### src/rtl/mem_write_dma_if.sv
// Bus interfaces for mem_write_dma: command, data stream, status stream
// and the AXI4 memory-mapped master port.
interface axis_mem_cmd;
  logic        valid;
  logic        ready;
  logic [63:0] address;
  logic [31:0] length;
  modport master (output valid, address, length, input ready);
  modport slave  (input valid, address, length, output ready);
endinterface

interface axi_stream #(parameter int WIDTH = 512);
  logic               valid;
  logic               ready;
  logic               last;
  logic [WIDTH-1:0]   data;
  logic [WIDTH/8-1:0] keep;
  modport master (output valid, last, data, keep, input ready);
  modport slave  (input valid, last, data, keep, output ready);
endinterface

interface axis_mem_status;
  logic       valid;
  logic       ready;
  logic [7:0] data;
  modport master (output valid, data, input ready);
  modport slave  (input valid, data, output ready);
endinterface

interface axi_mm #(parameter int ADDR_W = 64, parameter int DATA_W = 512, parameter int ID_W = 4);
  logic [ID_W-1:0]     awid;
  logic [ADDR_W-1:0]   awaddr;
  logic [7:0]          awlen;
  logic [2:0]          awsize;
  logic [1:0]          awburst;
  logic                awlock;
  logic [3:0]          awcache;
  logic [2:0]          awprot;
  logic                awvalid, awready;
  logic [DATA_W-1:0]   wdata;
  logic [DATA_W/8-1:0] wstrb;
  logic                wlast, wvalid, wready;
  logic [ID_W-1:0]     bid;
  logic [1:0]          bresp;
  logic                bvalid, bready;
  logic [ID_W-1:0]     arid;
  logic [ADDR_W-1:0]   araddr;
  logic [7:0]          arlen;
  logic [2:0]          arsize;
  logic [1:0]          arburst;
  logic                arlock;
  logic [3:0]          arcache;
  logic [2:0]          arprot;
  logic                arvalid, arready;
  logic [ID_W-1:0]     rid;
  logic [DATA_W-1:0]   rdata;
  logic [1:0]          rresp;
  logic                rlast, rvalid, rready;
  modport master (
    output awid, awaddr, awlen, awsize, awburst, awlock, awcache, awprot, awvalid,
    input  awready,
    output wdata, wstrb, wlast, wvalid, input wready,
    input  bid, bresp, bvalid, output bready,
    output arid, araddr, arlen, arsize, arburst, arlock, arcache, arprot, arvalid,
    input  arready,
    input  rid, rdata, rresp, rlast, rvalid, output rready
  );
  modport slave (
    input  awid, awaddr, awlen, awsize, awburst, awlock, awcache, awprot, awvalid,
    output awready,
    input  wdata, wstrb, wlast, wvalid, output wready,
    output bid, bresp, bvalid, input bready,
    input  arid, araddr, arlen, arsize, arburst, arlock, arcache, arprot, arvalid,
    output arready,
    output rid, rdata, rresp, rlast, rvalid, input rready
  );
endinterface

### src/rtl/mem_write_dma.sv
// Write DMA: one command + 512b stream -> 4KB-safe AXI4 INCR bursts,
// B responses folded into one 8b completion status per command.
module mem_write_dma #(
  parameter int         MAX_BURST_BEATS = 64,
  parameter int         MAX_OUTSTANDING = 8,
  parameter logic [3:0] AXI_ID          = 4'd0
) (
  input  logic          aclk,
  input  logic          aresetn,
  axis_mem_cmd.slave    s_axis_cmd,
  axi_stream.slave      s_axis_data,
  axis_mem_status.master m_axis_status,
  axi_mm.master         m_axi
);

  typedef enum logic [2:0] {IDLE, AW, DATA, WAIT_B, STATUS} state_t;

  state_t      state, state_nxt;
  logic [63:0] addr;
  logic [32:0] remaining;
  logic [8:0]  burst;
  logic [8:0]  beat_cnt;
  logic [4:0]  outstanding;
  logic        berr, mismatch, run;

  logic [32:0] beats_total, span_4k, cand;
  logic [8:0]  burst_c;
  logic        cmd_hs, aw_hs, w_hs, b_hs, wlast_c, final_beat;

  // Burst size: limited by remaining beats, the burst cap and the 4KB page edge
  always_comb begin
    beats_total = ({1'b0, s_axis_cmd.length} + 33'd63) >> 6;
    span_4k     = 33'd64 - 33'(addr[11:6]);
    cand        = remaining;
    if (33'(MAX_BURST_BEATS) < cand) cand = 33'(MAX_BURST_BEATS);
    if (span_4k < cand) cand = span_4k;
    burst_c     = cand[8:0];
  end

  assign cmd_hs     = s_axis_cmd.valid & s_axis_cmd.ready;
  assign aw_hs      = m_axi.awvalid & m_axi.awready;
  assign w_hs       = m_axi.wvalid & m_axi.wready;
  assign b_hs       = m_axi.bvalid & m_axi.bready;
  assign wlast_c    = (state == DATA) && (beat_cnt == burst - 9'd1);
  assign final_beat = wlast_c && (remaining == 33'(burst));

  assign s_axis_cmd.ready = run && (state == IDLE);

  assign m_axi.awid    = AXI_ID;
  assign m_axi.awaddr  = addr;
  assign m_axi.awlen   = (state == AW) ? 8'(burst_c - 9'd1) : 8'd0;
  assign m_axi.awsize  = 3'b110;
  assign m_axi.awburst = 2'b01;
  assign m_axi.awlock  = 1'b0;
  assign m_axi.awcache = 4'b0011;
  assign m_axi.awprot  = 3'b000;
  // awvalid can only rise here: outstanding never grows while waiting in AW
  assign m_axi.awvalid = (state == AW) && (outstanding < 5'(MAX_OUTSTANDING));

  assign m_axi.wvalid      = (state == DATA) & s_axis_data.valid;
  assign m_axi.wdata       = (state == DATA) ? s_axis_data.data : '0;
  assign m_axi.wstrb       = (state == DATA) ? s_axis_data.keep : '0;
  assign m_axi.wlast       = wlast_c;
  assign s_axis_data.ready = (state == DATA) & m_axi.wready;

  assign m_axi.bready = (outstanding != 5'd0);

  assign m_axi.arid    = AXI_ID;
  assign m_axi.araddr  = '0;
  assign m_axi.arlen   = 8'd0;
  assign m_axi.arsize  = 3'b000;
  assign m_axi.arburst = 2'b00;
  assign m_axi.arlock  = 1'b0;
  assign m_axi.arcache = 4'b0000;
  assign m_axi.arprot  = 3'b000;
  assign m_axi.arvalid = 1'b0;
  assign m_axi.rready  = 1'b1;

  assign m_axis_status.valid = (state == STATUS);
  assign m_axis_status.data  = (state == STATUS) ? {5'b0, mismatch, berr, 1'b1} : 8'd0;

  logic unused;
  assign unused = ^{s_axis_cmd.address[5:0], cand[32:9], m_axi.bid, m_axi.arready,
                    m_axi.rid, m_axi.rdata, m_axi.rresp, m_axi.rlast, m_axi.rvalid};

  always_comb begin
    state_nxt = state;
    case (state)
      IDLE:   if (cmd_hs) state_nxt = (s_axis_cmd.length == 32'd0) ? STATUS : AW;
      AW:     if (aw_hs) state_nxt = DATA;
      DATA:   if (w_hs && wlast_c) state_nxt = (remaining == 33'(burst)) ? WAIT_B : AW;
      WAIT_B: if ((outstanding == 5'd0) || (outstanding == 5'd1 && b_hs)) state_nxt = STATUS;
      STATUS: if (m_axis_status.ready) state_nxt = IDLE;
      default: state_nxt = IDLE;
    endcase
  end

  always_ff @(posedge aclk or negedge aresetn) begin
    if (!aresetn) begin
      state       <= IDLE;
      addr        <= '0;
      remaining   <= '0;
      burst       <= '0;
      beat_cnt    <= '0;
      outstanding <= '0;
      berr        <= 1'b0;
      mismatch    <= 1'b0;
      run         <= 1'b0;
    end else begin
      state <= state_nxt;
      run   <= 1'b1;
      if (cmd_hs) begin
        addr      <= {s_axis_cmd.address[63:6], 6'b0};
        remaining <= beats_total;
        berr      <= 1'b0;
        mismatch  <= 1'b0;
      end
      if (aw_hs) begin
        burst    <= burst_c;
        beat_cnt <= '0;
      end
      if (w_hs) begin
        if (s_axis_data.last != final_beat) mismatch <= 1'b1;
        if (wlast_c) begin
          addr      <= addr + {49'b0, burst, 6'b0};
          remaining <= remaining - 33'(burst);
          beat_cnt  <= '0;
        end else begin
          beat_cnt <= beat_cnt + 9'd1;
        end
      end
      case ({aw_hs, b_hs})
        2'b10:   outstanding <= outstanding + 5'd1;
        2'b01:   outstanding <= outstanding - 5'd1;
        default: outstanding <= outstanding;
      endcase
      if (b_hs && (m_axi.bresp != 2'b00)) berr <= 1'b1;
    end
  end

endmodule
### src/flat_wrapper.sv
// flat-port wrapper written by rule: the top's interface ports become plain ports
module mem_write_dma_flat 
#(
  parameter int         MAX_BURST_BEATS = 64,
  parameter int         MAX_OUTSTANDING = 8,
  parameter logic [3:0] AXI_ID          = 4'd0
)
  (aclk, aresetn, s_axis_cmd_valid, s_axis_cmd_address, s_axis_cmd_length, s_axis_cmd_ready, s_axis_data_valid, s_axis_data_last, s_axis_data_data, s_axis_data_keep, s_axis_data_ready, m_axis_status_valid, m_axis_status_data, m_axis_status_ready, m_axi_awid, m_axi_awaddr, m_axi_awlen, m_axi_awsize, m_axi_awburst, m_axi_awlock, m_axi_awcache, m_axi_awprot, m_axi_awvalid, m_axi_awready, m_axi_wdata, m_axi_wstrb, m_axi_wlast, m_axi_wvalid, m_axi_wready, m_axi_bid, m_axi_bresp, m_axi_bvalid, m_axi_bready, m_axi_arid, m_axi_araddr, m_axi_arlen, m_axi_arsize, m_axi_arburst, m_axi_arlock, m_axi_arcache, m_axi_arprot, m_axi_arvalid, m_axi_arready, m_axi_rid, m_axi_rdata, m_axi_rresp, m_axi_rlast, m_axi_rvalid, m_axi_rready);
  axis_mem_cmd s_axis_cmd_i ();
  axi_stream s_axis_data_i ();
  axis_mem_status m_axis_status_i ();
  axi_mm m_axi_i ();
  input  logic aclk;
  input  logic aresetn;
  input wire logic [$bits(s_axis_cmd_i.valid)-1:0] s_axis_cmd_valid;
  input wire logic [$bits(s_axis_cmd_i.address)-1:0] s_axis_cmd_address;
  input wire logic [$bits(s_axis_cmd_i.length)-1:0] s_axis_cmd_length;
  output wire logic [$bits(s_axis_cmd_i.ready)-1:0] s_axis_cmd_ready;
  input wire logic [$bits(s_axis_data_i.valid)-1:0] s_axis_data_valid;
  input wire logic [$bits(s_axis_data_i.last)-1:0] s_axis_data_last;
  input wire logic [$bits(s_axis_data_i.data)-1:0] s_axis_data_data;
  input wire logic [$bits(s_axis_data_i.keep)-1:0] s_axis_data_keep;
  output wire logic [$bits(s_axis_data_i.ready)-1:0] s_axis_data_ready;
  output wire logic [$bits(m_axis_status_i.valid)-1:0] m_axis_status_valid;
  output wire logic [$bits(m_axis_status_i.data)-1:0] m_axis_status_data;
  input wire logic [$bits(m_axis_status_i.ready)-1:0] m_axis_status_ready;
  output wire logic [$bits(m_axi_i.awid)-1:0] m_axi_awid;
  output wire logic [$bits(m_axi_i.awaddr)-1:0] m_axi_awaddr;
  output wire logic [$bits(m_axi_i.awlen)-1:0] m_axi_awlen;
  output wire logic [$bits(m_axi_i.awsize)-1:0] m_axi_awsize;
  output wire logic [$bits(m_axi_i.awburst)-1:0] m_axi_awburst;
  output wire logic [$bits(m_axi_i.awlock)-1:0] m_axi_awlock;
  output wire logic [$bits(m_axi_i.awcache)-1:0] m_axi_awcache;
  output wire logic [$bits(m_axi_i.awprot)-1:0] m_axi_awprot;
  output wire logic [$bits(m_axi_i.awvalid)-1:0] m_axi_awvalid;
  input wire logic [$bits(m_axi_i.awready)-1:0] m_axi_awready;
  output wire logic [$bits(m_axi_i.wdata)-1:0] m_axi_wdata;
  output wire logic [$bits(m_axi_i.wstrb)-1:0] m_axi_wstrb;
  output wire logic [$bits(m_axi_i.wlast)-1:0] m_axi_wlast;
  output wire logic [$bits(m_axi_i.wvalid)-1:0] m_axi_wvalid;
  input wire logic [$bits(m_axi_i.wready)-1:0] m_axi_wready;
  input wire logic [$bits(m_axi_i.bid)-1:0] m_axi_bid;
  input wire logic [$bits(m_axi_i.bresp)-1:0] m_axi_bresp;
  input wire logic [$bits(m_axi_i.bvalid)-1:0] m_axi_bvalid;
  output wire logic [$bits(m_axi_i.bready)-1:0] m_axi_bready;
  output wire logic [$bits(m_axi_i.arid)-1:0] m_axi_arid;
  output wire logic [$bits(m_axi_i.araddr)-1:0] m_axi_araddr;
  output wire logic [$bits(m_axi_i.arlen)-1:0] m_axi_arlen;
  output wire logic [$bits(m_axi_i.arsize)-1:0] m_axi_arsize;
  output wire logic [$bits(m_axi_i.arburst)-1:0] m_axi_arburst;
  output wire logic [$bits(m_axi_i.arlock)-1:0] m_axi_arlock;
  output wire logic [$bits(m_axi_i.arcache)-1:0] m_axi_arcache;
  output wire logic [$bits(m_axi_i.arprot)-1:0] m_axi_arprot;
  output wire logic [$bits(m_axi_i.arvalid)-1:0] m_axi_arvalid;
  input wire logic [$bits(m_axi_i.arready)-1:0] m_axi_arready;
  input wire logic [$bits(m_axi_i.rid)-1:0] m_axi_rid;
  input wire logic [$bits(m_axi_i.rdata)-1:0] m_axi_rdata;
  input wire logic [$bits(m_axi_i.rresp)-1:0] m_axi_rresp;
  input wire logic [$bits(m_axi_i.rlast)-1:0] m_axi_rlast;
  input wire logic [$bits(m_axi_i.rvalid)-1:0] m_axi_rvalid;
  output wire logic [$bits(m_axi_i.rready)-1:0] m_axi_rready;
  assign s_axis_cmd_i.valid = s_axis_cmd_valid;
  assign s_axis_cmd_i.address = s_axis_cmd_address;
  assign s_axis_cmd_i.length = s_axis_cmd_length;
  assign s_axis_cmd_ready = s_axis_cmd_i.ready;
  assign s_axis_data_i.valid = s_axis_data_valid;
  assign s_axis_data_i.last = s_axis_data_last;
  assign s_axis_data_i.data = s_axis_data_data;
  assign s_axis_data_i.keep = s_axis_data_keep;
  assign s_axis_data_ready = s_axis_data_i.ready;
  assign m_axis_status_valid = m_axis_status_i.valid;
  assign m_axis_status_data = m_axis_status_i.data;
  assign m_axis_status_i.ready = m_axis_status_ready;
  assign m_axi_awid = m_axi_i.awid;
  assign m_axi_awaddr = m_axi_i.awaddr;
  assign m_axi_awlen = m_axi_i.awlen;
  assign m_axi_awsize = m_axi_i.awsize;
  assign m_axi_awburst = m_axi_i.awburst;
  assign m_axi_awlock = m_axi_i.awlock;
  assign m_axi_awcache = m_axi_i.awcache;
  assign m_axi_awprot = m_axi_i.awprot;
  assign m_axi_awvalid = m_axi_i.awvalid;
  assign m_axi_i.awready = m_axi_awready;
  assign m_axi_wdata = m_axi_i.wdata;
  assign m_axi_wstrb = m_axi_i.wstrb;
  assign m_axi_wlast = m_axi_i.wlast;
  assign m_axi_wvalid = m_axi_i.wvalid;
  assign m_axi_i.wready = m_axi_wready;
  assign m_axi_i.bid = m_axi_bid;
  assign m_axi_i.bresp = m_axi_bresp;
  assign m_axi_i.bvalid = m_axi_bvalid;
  assign m_axi_bready = m_axi_i.bready;
  assign m_axi_arid = m_axi_i.arid;
  assign m_axi_araddr = m_axi_i.araddr;
  assign m_axi_arlen = m_axi_i.arlen;
  assign m_axi_arsize = m_axi_i.arsize;
  assign m_axi_arburst = m_axi_i.arburst;
  assign m_axi_arlock = m_axi_i.arlock;
  assign m_axi_arcache = m_axi_i.arcache;
  assign m_axi_arprot = m_axi_i.arprot;
  assign m_axi_arvalid = m_axi_i.arvalid;
  assign m_axi_i.arready = m_axi_arready;
  assign m_axi_i.rid = m_axi_rid;
  assign m_axi_i.rdata = m_axi_rdata;
  assign m_axi_i.rresp = m_axi_rresp;
  assign m_axi_i.rlast = m_axi_rlast;
  assign m_axi_i.rvalid = m_axi_rvalid;
  assign m_axi_rready = m_axi_i.rready;
  mem_write_dma #(.MAX_BURST_BEATS(MAX_BURST_BEATS), .MAX_OUTSTANDING(MAX_OUTSTANDING), .AXI_ID(AXI_ID)) u_core (.aclk(aclk), .aresetn(aresetn), .s_axis_cmd(s_axis_cmd_i), .s_axis_data(s_axis_data_i), .m_axis_status(m_axis_status_i), .m_axi(m_axi_i));
endmodule
### config.mk
export PLATFORM = sky130hd
export DESIGN_NAME = mem_write_dma_flat
export DESIGN_NICKNAME = d
export VERILOG_FILES = /design/src/rtl/mem_write_dma_if.sv /design/src/rtl/mem_write_dma.sv /design/src/flat_wrapper.sv
export SDC_FILE = /design/constraint.sdc
export NUM_CORES = 1
export LEC_CHECK = 0
export CORE_AREA = 5 5 762 764
export DETAILED_ROUTE_END_ITERATION = 16
export DIE_AREA = 0 0 767 769
export GPL_TIMING_DRIVEN = 0
export SLEW_MARGIN = 20
export SYNTH_ARGS = -nofsm -noshare
export SYNTH_HDL_FRONTEND = slang
export SYNTH_SLANG_ARGS = --single-unit
### constraint.sdc
create_clock -name aclk -period 8.28 [get_ports aclk]
set_input_delay 1.656 -clock aclk [delete_from_list [all_inputs] [get_ports aclk]]
set_output_delay 1.656 -clock aclk [all_outputs]
set_load 0.01 [all_outputs]
Word level (Yosys, flattened, before mapping)
Index checks and enable logic that the tools add are counted.
{ "totals": {"n_memories": 0, "regBits": 126, "elab_cells": 88, "output_inout_bits": 771, "ram_bits": 0, "romBits": 0, "latch_bits": 0, "inputBits": 1208} }
{ "classes": {"muxes": 29, "bitwise": 6, "div": 0, "n_eq_ne": 15, "shifts": 0, "reduce_logical": 17, "mul": 0, "magnitude_cmp": 3, "add_sub_neg": 9} }
{ "op_table": {"columns": ["op", "n"], "rows": [
  ["512-bit two-way mux", 1],
  ["64-bit two-way mux", 4],
  ["33-bit two-way mux", 4],
  ["64-bit by 15-bit adder with 64-bit output", 1],
  ["9-bit two-way mux", 4],
  ["32-bit by 6-bit adder with 33-bit output, second input constant", 1],
  ["33-bit by 9-bit equality test with 1-bit output", 1],
  ["33-bit < comparator", 1],
  ["7-bit by 33-bit < comparator with 1-bit output, first input constant", 1],
  ["33-bit by 9-bit subtractor with 33-bit output", 1],
  ["32-bit logical NOT", 1],
  ["3-bit two-way mux", 7],
  ["3-bit case mux with 5 select lines", 1],
  ["5-bit case mux with 2 select lines", 1],
  ["9-bit by 1-bit adder with 9-bit output, second input constant", 1],
  ["9-bit equality test", 1],
  ["9-bit by 1-bit subtractor with 9-bit output, second input constant", 1],
  ["8-bit two-way mux", 1],
  ["2-bit by 1-bit inequality test with 1-bit output, second input constant", 4],
  ["2-bit nonzero test", 4],
  ["7-bit by 6-bit subtractor with 8-bit output, first input constant", 1],
  ["8-bit by 1-bit subtractor with 8-bit output, second input constant", 1],
  ["1-bit logical AND", 7],
  ["1-bit AND", 6],
  ["other kinds (18)", 23]
]} }

Logic depth before layout (Yosys ltp)
{ "depth": {"ltp_word": 7, "mapped_depth": 17, "depth_no_buf": 17} }

Worst setup path before layout
Ideal clock, no wire load.
{ "synth_path": {"kind": "register to output", "startpoint": "register u_core.remaining[16]", "endpoint": "output port m_axi_awlen[6]", "required_time_ps": 6624, "t_arrival_ps": 4147, "path_slack_ps": 2477, "path_stages_with_launch": 17, "n_path_buf": 0, "cell_sequence": "dfrtp_1 nor4_2 nand3_1 a2111oi_4 nand2_1 ha_1 a2111oi_0 o211ai_1 nor4_2 nor2_2 and3_1 a21oi_1 ha_1 inv_1 a311oi_1 xnor2_1 nor2_1"} }
{ "synth_via": {"elab_chain_cells": 6} }
{ "synth_rtl": {"columns": ["item", "line_no", "source"], "rows": [
  ["start: declaration", "mem_write_dma.sv:20", "logic [32:0] remaining;"],
  ["start signal: assignment", "mem_write_dma.sv:114", "remaining <= beats_total;"],
  ["start signal: assignment", "mem_write_dma.sv:126", "remaining <= remaining - 33'(burst);"],
  ["7-bit by 33-bit < comparator with 1-bit output", "mem_write_dma.sv:35", "if (33'(MAX_BURST_BEATS) < cand) cand = 33'(MAX_BURST_BEATS);"],
  ["33-bit two-way mux (*)", "mem_write_dma.sv:35", null],
  ["33-bit < comparator", "mem_write_dma.sv:36", "if (span_4k < cand) cand = span_4k;"],
  ["9-bit two-way mux (*)", "mem_write_dma.sv:36", null],
  ["8-bit by 1-bit subtractor with 8-bit output (*)", "mem_write_dma.sv:51", "assign m_axi.awlen = (state == AW) ? 8'(burst_c - 9'd1) : 8'd0;"],
  ["8-bit two-way mux (*)", "mem_write_dma.sv:51", null],
  ["end: declaration", "flat_wrapper.sv:29", "output wire logic [$bits(m_axi_i.awlen)-1:0] m_axi_awlen;"]
]} }
Mark *: on every way between the ends. The rest lies on a longest branch, timed or not.

Worst setup path after layout
{ "layout_path": {"startpoint": "register u_core.remaining[9]", "endpoint": "output port m_axi_awlen[4]"} }
The elaborated chain is that of the path after synthesis.

==> impl_metrics.env <==
export IMPL_grt_ovfl_total=0
export IMPL_ys_async_sr_fraction_pct=100
export IMPL_ctsLongestPathBuffers=3
export IMPL_grt_start_max_net_pins=71
export IMPL_outcome="complete, but fails checks"
export IMPL_synth_area_mm2=0.0145
export IMPL_ctsHtreeMaxLevel=4
export IMPL_final_cells=11100
export IMPL_layout_cell_area_non_filler_mm2=0.0385
export IMPL_p_seq_share_pct=14.4
export IMPL_worst_ir_drop_vdd_v=0.000102
export IMPL_hold_ws_ns=0.483
export IMPL_cp_arrival_ns=6.27
export IMPL_max_cap_violations=3
export IMPL_pwr_share_clk_pct=10.8
export IMPL_cts_inserted_buffers=25
export IMPL_slew_headroom_pct=-1.42
export IMPL_final_min_clock_period_ns=7.93
export IMPL_clkSlewWorstSetupHoldPaths_ns=0.08
export IMPL_grt_total_usage_pct=14.6
export IMPL_hold_path_class="reg2reg"
export IMPL_first_pass_iters=7
export IMPL_clkLatencyLatePin_ns=0.53
export IMPL_share_of_the_core_filled_with_cells_in_the_final_layout_pct=6.73
export IMPL_post_cts_hold_fix_bufs=0
export IMPL_cp_num_buf_inv=2
export IMPL_startpoint_type="flop"
export IMPL_fin_crit_sh_pct=95.8
export IMPL_cp_end_kind="primary output"
export IMPL_route_final_wire_length_mm=452
export IMPL_cts_root_buffer_cell="sky130_fd_sc_hd__clkbuf_16"
export IMPL_first_global_vias=21300
export IMPL_postSynthRegisterBits=126
export IMPL_nNetsFinal=4619
export IMPL_worstPathCellList="nor4_2 > nand3_1 > a2111oi_4 > buf_4 > nand2_1 > ha_1 > a2111oi_1 > o211ai_1 > nor4_4 > nor2_2 > and3_1 > a21oi_1 > ha_1 > nand3_1 > xnor2_1 > nand2_1 > o22ai_1 > clkdlybuf4s15_1"
export IMPL_postLayoutSetupSlackWorst_ns=0.349
export IMPL_seq_area_frac_synth_pct=21.8
export IMPL_number_of_flops_mapped_to_enable_cells_by_yosys=0
export IMPL_layout_cells_sized_above_1_pct=9.23
export IMPL_criticalPathCategory="reg2out"
export IMPL_clock_sinks=126
export IMPL_postRouteAntennaNets=0
export IMPL_critical_path_top_delay_family="simple AND/OR/NAND/NOR gates"
export IMPL_worst_path_largest_cell_delay_ns=0.61
export IMPL_p_int_mw=3.66
export IMPL_combinationalPowerShare_pct=74.8
export IMPL_power_switching_mw=5.34
export IMPL_routed_via_density=2.15
export IMPL_cts_tree="yes"
export IMPL_dp_hpwl_mm=434
export IMPL_fp_dieH_um=769
export IMPL_number_of_warning_messages_in_the_yosys_log=0
export IMPL_crit_path_top_delay_cell="sky130_fd_sc_hd__clkdlybuf4s15_1"
export IMPL_initial_utilization_pct=2.53
export IMPL_syn_avg_cell_area_um2=7.62
export IMPL_finalMaxSlewViolations=3
export IMPL_worstPathRequired_ns=6.62
export IMPL_placed_cell_area_mm2=0.0377
export IMPL_power_leakage_nw=12.3
export IMPL_avgRoutedWirePerCell_um=40.9
export IMPL_yosys_cell_types_count=99
export IMPL_rsz0062_at_grt="false"
export IMPL_power_density_mw_per_mm2=234
export IMPL_placement_rows=278
export IMPL_timing_fmax_ghz=0.126
export IMPL_nFillCells=67300
export IMPL_place_detailed_instances=10900
export IMPL_worst_slew_pin_slew_ns=1.52
export IMPL_1st_iter_drt_viols=2221
export IMPL_area_delta_synth_final_pct=166
export IMPL_fin_skew_ns=0.0353
export IMPL_dp_slack_ns=-0.0620
export IMPL_synthFlopType="sky130_fd_sc_hd__dfrtp_1"
export IMPL_synthesis_instances=1898
export IMPL_port_buffer_count=1333
export IMPL_die_w_um=767
export IMPL_grt_antenna_before_repair=498
export IMPL_gp_congestion=1.17
export IMPL_critPathMaxFanout=9
export IMPL_num_vias=23800
export IMPL_wire_length_of_the_first_global_routing_pass_mm=497
export IMPL_power_share_switching_pct=59.3
export IMPL_violations="max-capacitance violations, max-slew violations"
export IMPL_die_area_mm2=0.590
export IMPL_endpoints_failing_hold=0
export IMPL_setup_viol=0
export IMPL_drc=0
export IMPL_core_area_mm2=0.572
export IMPL_boundaryPins=1979
==> per-layer routing <==
metal / share of wire [%] / vias up / track usage (%)
met3: 20 / 1136 / 14.1
met4: 5.1 / 286 / 5.17
met5: 0.42 / - / 0
met1: 33 / 10700 / 13.8
li1: - / 9282 / -
met2: 41 / 2322 / 22.0
==> sequential cells by signal, indices dropped and copies added (netlist names) <==
name,count
u_core.beat_cnt,9
u_core.outstanding,5
u_core.remaining,33
u_core.burst,9
u_core.mismatch,1
u_core.berr,1
u_core.m_axi.awaddr,64
u_core.state,3
u_core.run,1
==> what timing repair did <==
| item | 4_1_cts | 5_1_grt |
|---|---|---|
| pin swaps | 1 | 0 |
| setup endpoints to repair | 5 | 4 |
| buffers inserted | 3 | 0 |
| resized for setup | 3 | 3 |
==> cells in the mapped netlist (33+ instances only) <==
library cell | count | area (µm²)
sky130_fd_sc_hd__and2_1 | 592 | 3700
sky130_fd_sc_hd__dfrtp_1 | 126 | 3150
sky130_fd_sc_hd__buf_4 | 116 | 871
sky130_fd_sc_hd__nand2_1 | 116 | 435
sky130_fd_sc_hd__nor2_1 | 105 | 394
sky130_fd_sc_hd__clkbuf_1 | 91 | 342
sky130_fd_sc_hd__inv_1 | 60 | 225
sky130_fd_sc_hd__a21oi_1 | 50 | 250
sky130_fd_sc_hd__nand3_1 | 44 | 220
sky130_fd_sc_hd__o21ai_0 | 44 | 220
sky130_fd_sc_hd__xor2_1 | 40 | 350
sky130_fd_sc_hd__mux2i_1 | 38 | 380
sky130_fd_sc_hd__nor3_1 | 35 | 175
sky130_fd_sc_hd__nand4_1 | 33 | 206
==> layout make-up <==
class                           count  area, µm²  share of cell area (%)
Timing Repair Buffer             1340      13100                    34.1
Multi-Input combinational cell   1593      10100                    26.3
Tap cell                         7560       9460                    24.6
Sequential cell                   126       3150                    8.19
Buffer                            230       1430                    3.71
Clock buffer                       29        681                    1.77
Antenna cell                      113        283                   0.735
Inverter                           61        229                   0.595
Clock inverter                      2       12.5                  0.0325
==> metrics by stage <==
stage / power [mW] / TNS, ns
global route: 9.43 / 0
detailed placement: 8.07 / -0.0841
finish: 8.99 / 0
floorplan: 3.31 / 0
global placement: 8.05 / -121.84
CTS: 9.10 / 0
==> worst paths after layout <==
path,startpoint,cells after the start,end,slack [ns]
hold reg to reg,u_core.remaining[30]$_DFF_PN0_,1,u_core.remaining[30]$_DFF_PN0_,0.48
hold / removal,u_core.remaining[30]$_DFF_PN0_,1,u_core.remaining[30]$_DFF_PN0_,0.48
min in group asynchronous,aresetn,2,u_core.berr$_DFFE_PN0P_,1.11
max in group asynchronous,aresetn,3,u_core.m_axi.awaddr[33]$_DFF_PN0_,6.37
setup / recovery,u_core.remaining[9]$_DFF_PN0_,18,m_axi_awlen[4],0.35
setup reg to reg,u_core.remaining[9]$_DFF_PN0_,13,u_core.burst[3]$_DFFE_PN0P_,3.64
==> worst register-to-register path, delay by kind of cell, from the launching register on <==
family	cells	cell delay, ns
compound gates	5	1.61
simple gates	5	1.51
flops	1	0.55
buf+inv	2	0.48
fa+ha+maj	1	0.32
==> power groups by stage <==
stage | combinational [mW] | clock (mW) | sequential (mW)
after global routing | 7.10 | 1.01 | 1.32
after CTS | 6.81 | 1.01 | 1.27
after global placement | 6.78 | 0 | 1.27
after detailed placement | 6.78 | 0 | 1.28
after floorplan | 2.12 | 0 | 1.19
final | 6.72 | 0.975 | 1.29
==> cell usage in the layout (no fill, tap or decap), types with 7 or more instances in the layout <==
master,count
sky130_fd_sc_hd__clkbuf_16,25
sky130_fd_sc_hd__o21ai_0,44
sky130_fd_sc_hd__inv_1,60
sky130_fd_sc_hd__clkdlybuf4s50_1,1268
sky130_fd_sc_hd__ha_1,32
sky130_fd_sc_hd__o22ai_1,11
sky130_fd_sc_hd__xnor2_1,18
sky130_fd_sc_hd__nand2b_1,8
sky130_fd_sc_hd__clkbuf_1,86
sky130_fd_sc_hd__a211oi_1,22
sky130_fd_sc_hd__buf_4,120
sky130_fd_sc_hd__nand3_1,44
sky130_fd_sc_hd__nor2b_1,14
sky130_fd_sc_hd__diode_2,113
sky130_fd_sc_hd__dfrtp_1,126
sky130_fd_sc_hd__mux2i_1,38
sky130_fd_sc_hd__and3_1,32
sky130_fd_sc_hd__or2_2,7
sky130_fd_sc_hd__a31oi_1,19
sky130_fd_sc_hd__nand2_1,116
sky130_fd_sc_hd__buf_2,70
sky130_fd_sc_hd__and2_1,592
sky130_fd_sc_hd__xor2_1,40
sky130_fd_sc_hd__nor4_1,14
sky130_fd_sc_hd__nand4_1,33
sky130_fd_sc_hd__clkbuf_8,7
sky130_fd_sc_hd__conb_1,114
sky130_fd_sc_hd__nor2_1,105
sky130_fd_sc_hd__o21a_1,23
sky130_fd_sc_hd__and4_1,12
sky130_fd_sc_hd__o211ai_1,19
sky130_fd_sc_hd__a21oi_1,50
sky130_fd_sc_hd__or3_1,8
sky130_fd_sc_hd__mux2_2,13
sky130_fd_sc_hd__nor3_1,34
==> cells by family (layout without fill, tap and decap cells) <==
family | Yosys count | in the layout | share of synthesized area (%)
compound gates | 271 | 271 | 13.6
xor+xnor | 58 | 58 | 3.51
simple gates | 1065 | 1065 | 43.0
mux | 51 | 51 | 3.64
fa+ha+maj | 34 | 34 | 3.04
flops | 126 | 126 | 21.8
other cells | 2 | 227 | 0.0519
buf+inv | 291 | 1662 | 11.4
No activity file was read; power rests on OpenSTA's default activity.
